## src/rtl/down_counter_pkg.sv

```systemverilog
// Shared types and constants for the down_counter block.
// Latency: n/a (declarations only).
// Backpressure: n/a.
package down_counter_pkg;

    // Default count width in bits; legal range is 2..16.
    localparam int unsigned DC_WIDTH_DEFAULT = 4;

    // Counter control states.
    typedef enum logic [1:0] {
        IDLE = 2'd0,
        RUN  = 2'd1,
        DONE = 2'd2
    } dc_state_e;

endpackage : down_counter_pkg

```

## src/rtl/down_counter.sv

```systemverilog
// Loadable down counter with enable, busy flag and a one-cycle terminal-count pulse.
// Latency: load visible on q the next cycle; the first decrement follows one cycle later.
// Backpressure: none; en pauses the count, and load always wins over en.
// Optional feature: define DOWN_COUNTER_AUTORELOAD_EN to add reload_en and a periodic reload register.
module down_counter
    import down_counter_pkg::*;
#(
    parameter int WIDTH = DC_WIDTH_DEFAULT
) (
    input  logic             clk,
    input  logic             reset,
    input  logic             load,
    input  logic [WIDTH-1:0] load_val,
    input  logic             en,
`ifdef DOWN_COUNTER_AUTORELOAD_EN
    input  logic             reload_en,
`endif
    output logic [WIDTH-1:0] q,
    output logic             busy,
    output logic             tc
);

    localparam logic [WIDTH-1:0] CNT_ZERO = '0;
    localparam logic [WIDTH-1:0] CNT_ONE  = WIDTH'(1);

    dc_state_e        state_q, state_d;
    logic [WIDTH-1:0] q_q, q_d;
    logic             tc_q, tc_d;
`ifdef DOWN_COUNTER_AUTORELOAD_EN
    logic [WIDTH-1:0] reload_q, reload_d;
`endif

    // Next-state logic: load has priority, then the enabled decrement in RUN.
    always_comb begin
        state_d = state_q;
        q_d     = q_q;
        tc_d    = 1'b0;
`ifdef DOWN_COUNTER_AUTORELOAD_EN
        reload_d = reload_q;
`endif
        if (load) begin
            // A load always restarts the count, even on the terminal cycle,
            // so the pulse for the old count is suppressed.
            q_d     = load_val;
            state_d = (load_val != CNT_ZERO) ? RUN : DONE;
`ifdef DOWN_COUNTER_AUTORELOAD_EN
            reload_d = load_val;
`endif
        end else if ((state_q == RUN) && en) begin
            if (q_q == CNT_ONE) begin
                tc_d = 1'b1;
`ifdef DOWN_COUNTER_AUTORELOAD_EN
                if (reload_en) begin
                    // Period of N cycles: jump from 1 straight back to N, never showing 0.
                    q_d     = reload_q;
                    state_d = RUN;
                end else begin
                    q_d     = CNT_ZERO;
                    state_d = DONE;
                end
`else
                q_d     = CNT_ZERO;
                state_d = DONE;
`endif
            end else if (q_q == CNT_ZERO) begin
                // Not reachable through load; park safely instead of wrapping.
                state_d = DONE;
            end else begin
                q_d = q_q - CNT_ONE;
            end
        end
    end

    // State register with synchronous reset that overrides load and en.
    always_ff @(posedge clk) begin
        if (reset) begin
            state_q <= IDLE;
            q_q     <= CNT_ZERO;
            tc_q    <= 1'b0;
`ifdef DOWN_COUNTER_AUTORELOAD_EN
            reload_q <= CNT_ZERO;
`endif
        end else begin
            state_q <= state_d;
            q_q     <= q_d;
            tc_q    <= tc_d;
`ifdef DOWN_COUNTER_AUTORELOAD_EN
            reload_q <= reload_d;
`endif
        end
    end

    assign q    = q_q;
    assign busy = (state_q == RUN);
    assign tc   = tc_q;

endmodule : down_counter

```

## config.mk

```make
export PLATFORM = sky130hd
export DESIGN_NAME = down_counter
export DESIGN_NICKNAME = d
export VERILOG_FILES = /design/src/rtl/down_counter_pkg.sv /design/src/rtl/down_counter.sv
export SDC_FILE = /design/constraint.sdc
export NUM_CORES = 1
export LEC_CHECK = 0
export BUFFER_PORTS_ARGS = -buffer_cell sky130_fd_sc_hd__buf_4
export CAP_MARGIN = 20
export CORE_AREA = 2 2 39 41
export DETAILED_ROUTE_END_ITERATION = 10
export DIE_AREA = 0 0 41 43
export HOLD_SLACK_MARGIN = 0.12
export SLEW_MARGIN = 20
export SYNTH_ARGS = -nofsm -noshare
export SYNTH_HDL_FRONTEND = slang
export SYNTH_SLANG_ARGS = --single-unit
```

## constraint.sdc

```tcl
create_clock -name clk -period 1.7 [get_ports clk]
set_input_delay 0.17 -clock clk [delete_from_list [all_inputs] [get_ports clk]]
set_output_delay 0.17 -clock clk [all_outputs]
set_load 0.05 [all_outputs]
```

======== Word level (Yosys, flattened, before mapping) ========
Cells that the tools add are included.
storage, ports and cells
  output and inout bits ................... 6
  logic and storage cells ................. 26
  input bits .............................. 8
  bits in registers ....................... 7
operators by class
  muxes and demuxes ....................... 10
  reduce and logical (&&, ||, !) cells .... 8
  equality and inequality tests ........... 3
  $add $sub $neg .......................... 1
  bitwise logic cells ..................... 1
operator list
  cell                                                                 count
  4-bit 2-to-1 mux                                                     4
  2-bit 2-to-1 mux                                                     5
  4-bit by 1-bit == test with 1-bit output (second input constant)     1
  4-bit zero test                                                      1
  2-bit AND reduction                                                  2
  4-bit nonzero test                                                   1
  4-bit by 1-bit subtractor with 4-bit output (second input constant)  1
  3-bit != test (second input constant)                                1
  3-bit nonzero test                                                   1
  3-bit OR reduction                                                   1
  2-bit by 1-bit == test with 1-bit output (second input constant)     1
  2-bit nonzero test                                                   1
  1-bit logical AND                                                    1
  1-bit 2-to-1 mux                                                     1
  1-bit inverter                                                       1

======== Logic depth before layout (Yosys ltp) ========
  depth after elaboration ................. 5
  gate-level depth with buffers ........... 6
  mapped depth without buffers ............ 6

======== Worst setup path after synthesis ========
Ideal clock, no wire load.
  kind .................................... register to register
  start ................................... reg q_q[1], in the netlist q[1]
  end ..................................... reg q_q[2], in the netlist q[2]
  arrival ................................. 1939 ps
  buffers on the path ..................... 0
  period minus slack after synthesis ...... 2062 ps
  library setup time ...................... 123 ps
  cell stages (with the launch flop) ...... 7
  data required time ...................... 1577 ps
  slack ................................... -362 ps
  cell sequence ........................... dfxtp_1 > inv_1 > ha_1 > or4b_4 > a21o_1 > a21oi_1 > nor3_2
on the way
  cells in the longest elaborated chain, start to end .. 5
  elaborated cells between the ends (all ways) .. 9
  classes of those cells .................. 1 x add/sub; 2 x eq/ne; 4 x mux; 2 x reduce/logical
RTL lines
  element                                      RTL line            RTL
  start: declaration                           down_counter.sv:27  logic [WIDTH-1:0] q_q, q_d;
  start signal: assignment                     down_counter.sv:85  q_q <= q_d;
  4-bit by 1-bit subtractor with 4-bit output  down_counter.sv:69  q_d = q_q - CNT_ONE;
  4-bit 2-to-1 mux                             down_counter.sv:65  end else if (q_q == CNT_ZERO) begin
  4-bit 2-to-1 mux                             down_counter.sv:50  if (q_q == CNT_ONE) begin
  4-bit 2-to-1 mux                             down_counter.sv:49  end else if ((state_q == RUN) && en) begin
  4-bit 2-to-1 mux                             down_counter.sv:41  if (load) begin
Several ways; a longest one is shown, not always the timed one. The select of a mux whose other input is x is not followed.
A chain may end at the register's enable or synchronous reset.

======== Final worst setup path ========
Ends and elaborated chain as after synthesis.

==> impl_summary.txt <==
----------------------------------------------------
[Clock tree]
  Clock latency on the worst-skew pair ... 0.26 ns
  Clock sink total ... 7
  Master cell of the clock root buffer ... sky130_fd_sc_hd__clkbuf_4
  Setup Fix Bufs, Post-CTS ... 0
  Number of levels in the clock H-tree ... 1
  Post-CTS Hold Buffers ... 0
  Number of buffers created by CTS ... 3
  Buffers from clock root to sink, at most ... 2
  TritonCTS clock tree ... built
  Number of resized instances in the post-cts repair step ... 0
  Clock transition at path regs ... 0.05 ns

[Power]
  VDD IR max ... 0.0003822 V
  LEAKAGE ... 0.2609 nW
  Sw Share ... 0.3466
  Psw ... 179.2 uW
  Total internal power ... 337.7 uW
  Clock network power share ... 0.297
  Part of the total power dissipated in sequential elements ... 0.369
  Sum of internal, switching and leakage power ... 516.9 uW
  Fraction of power consumed by combinational cells ... 0.334
  Power density relative to cell area ... 866.1 nW/um2

[Worst setup path]
  Top Family by Delay on Critical Path ... simple AND/OR/NAND/NOR gates
  Kind of start point of the critical path ... flip-flop
  Maximum fanout encountered on the critical timing path ... 5
  Sort of element at the end of the critical path ... flip-flop
  Number of buffers and inverters on the critical path ... 1
  Kind of critical path ... flip-flop to flip-flop
  Cell breakdown of the critical path ... inv_1 -> ha_2 -> or4b_4 -> a21o_1 -> a21oi_2 -> nor3_2
  Required time reported for the critical path endpoint ... 1.84 ns
  Worst stage delay on the critical path ... 0.52 ns
  CP arrival ... 1.79 ns
  Highest-delay cell along the critical path ... sky130_fd_sc_hd__or4b_4

[Final layout]
  Multi-input gate area ... 285.3 um2
  Nets ... 81
  Area growth from synthesis to layout ... 35.90%
  Count of fill cells added during filler insertion ... 147
  ANT cells ... 0
  Most frequent cells in the layout ... 14 x sky130_fd_sc_hd__buf_4, 7 x sky130_fd_sc_hd__nor2_1, 5 x sky130_fd_sc_hd__dfxtp_1, 4 x sky130_fd_sc_hd__inv_1, 4 x sky130_fd_sc_hd__nand2_1
  Most common library cell in the layout ignoring fill and taps ... sky130_fd_sc_hd__buf_4
  Share of layout cells above drive strength 1 ... 0.3478
  Footprint of the flip-flops and latches ... 145.1 um2
  Final standard cell area without fillers ... 596.8 um2

[Die]
  Initial core utilization ... 0.3174
  I/O pin count ... 14
  Vert. Die Dim ... 43 um
  # rows ... 14
  Die width ... 41 um
  Floorplan core area ... 1384 um2
  Area of the die ... 1763 um2

[Synth]
  Sequential-to-total area share from yosys stat ... 0.3191
  Flip-flop and latch count after synthesis ... 7
  Netlist area before placement ... 439.2 um2
  Avg Synthesized Cell Area ... 8.286 um2
  Dominant register cell in the synthesized netlist ... sky130_fd_sc_hd__dfxtp_1
  Count of cell types in the netlist ... 27
  Number of standard cells after synthesis ... 53
  Number of synthesized flops with an enable pin ... 0
  Net Count, Synth ... 64
  Number of warning messages in the yosys log ... 0
  Fraction of synthesis flops using an asynchronous set or reset pin ... 0

[Global route]
  Global-route wire length before repair ... 1.766 mm
  Number of global-route vias before repair ... 402
  Largest net degree at the start of global routing ... 17
  GRT overflow ... 0
  Antenna violations before repair ... 0
  Total Routing Usage GR ... 0.1546

[Timing]
  Slew margin rel. ... 0.6850
  Setup repair after global routing missed its margin ... yes
  Slew at the pin with the worst max-slew slack ... 0.4665 ns
  Maximum clock rate ... 0.6076 GHz
  Fin Clk Skew ... 0.003688 ns
  Number of setup violations in the final report ... 0
  Final setup TNS ... 0 ns
  Hold slack ... 0.1283 ns
  Clock period minus final worst setup slack ... 1.646 ns
  Final hold viol count ... 0
  Share of the clock period used by the worst path after layout ... 0.9682
  Post-route worst setup slack ... 0.05406 ns
  Max-slew violation count ... 0

[Routing]
  Remaining DRCs ... 0
  WL met3 ... 56 um
  Number of routed nets with antenna violations ... 0
  Routed WL ... 1.072 mm
  Routed wire length per instance ... 12.61 um
  Initial DRT Pass Iterations ... 4
  DR vias ... 432
  Met2 routed WL ... 545 um
  Detailed-route wire length on metal 1 ... 454 um
  Max Used Layer ... met4
  DRT iter0 DRCs ... 3
  Average via count per standard cell ... 5.082

[Placed design]
  Post-DP Area ... 563.0 um2
  Number of input and output port buffers inserted ... 13
  Place WS ... 0.06369 ns
  Gpl congestion ... 0.7756
  Detailed placer's ending HPWL ... 808 um

[Outcome]
  Run status ... finished, final reports clean

[Hold path]
  Kind of path behind the tightest hold check ... primary input to flip-flop

[Job]
  # Max-Cap Violations ... 0

----------------------------------------------------
[sequential cells by signal (all words and copies together) (netlist names)]
name / cells
q: 4
state_q: 2
tc: 1
[layer usage]
| layer | GRT usage | vias up |
|---|---|---|
| met3 | 0.08377 | 2 |
| met5 | 0 | - |
| met2 | 0.2250 | 15 |
| met4 | 0.07333 | 0 |
| li1 | - | 220 |
| met1 | 0.1768 | 195 |
[final timing paths]
check                   from          to  slack [ns]  depth (start not counted)
setup / recovery        q[1]        q[2]        0.05                          6
hold / removal         reset        q[1]        0.13                          2
setup reg to reg        q[1]        q[2]        0.05                          6
hold reg to reg   state_q[1]  state_q[1]        0.46                          2
[synthesized netlist by cell type (2+ instances only)]
library cell / instances / area, um2
sky130_fd_sc_hd__nand2b_1: 2 / 12.51
sky130_fd_sc_hd__o211ai_1: 2 / 15.01
sky130_fd_sc_hd__dfxtp_1: 7 / 140.1
sky130_fd_sc_hd__nand2_1: 4 / 15.01
sky130_fd_sc_hd__ha_1: 3 / 37.54
sky130_fd_sc_hd__nor2_1: 7 / 26.28
sky130_fd_sc_hd__inv_1: 4 / 15.01
sky130_fd_sc_hd__a21o_1: 2 / 15.01
sky130_fd_sc_hd__a21oi_1: 4 / 20.02
[through the flow]
stage | instances | utilization
floorplan | 53 | -
global placement | 81 | 0.4069
detailed placement | 81 | 0.4069
CTS | 85 | 0.4259
global route | 85 | 0.4313
finish | 85 | 0.4313
[cell families after synthesis]
| group | Yosys count | synth area share |
|---|---|---|
| fa+ha+maj | 3 | 0.08548 |
| flops | 7 | 0.3191 |
| compound gates | 16 | 0.2536 |
| simple gates | 20 | 0.2535 |
| buf+inv | 6 | 0.06266 |
| mux | 1 | 0.02564 |
[layout make-up]
| type | instances | area share |
|---|---|---|
| inverters | 4 | 0.02516 |
| well taps | 16 | 0.03354 |
| repair buffers | 14 | 0.1761 |
| flip-flops and latches | 7 | 0.2432 |
| clock buffers | 4 | 0.04403 |
| multi-input cells | 40 | 0.4780 |
[power groups by stage]
stage	Clock [mW]	Sequential, mW	Combinational (mW)
2_1_floorplan	0	0.223	0.0859
3_3_place_gp	0	0.193	0.168
3_5_place_dp	0	0.194	0.167
4_1_cts	0.159	0.190	0.170
5_1_grt	0.168	0.193	0.187
6_report	0.154	0.191	0.173
No activity file was read; power rests on OpenSTA's default activity.
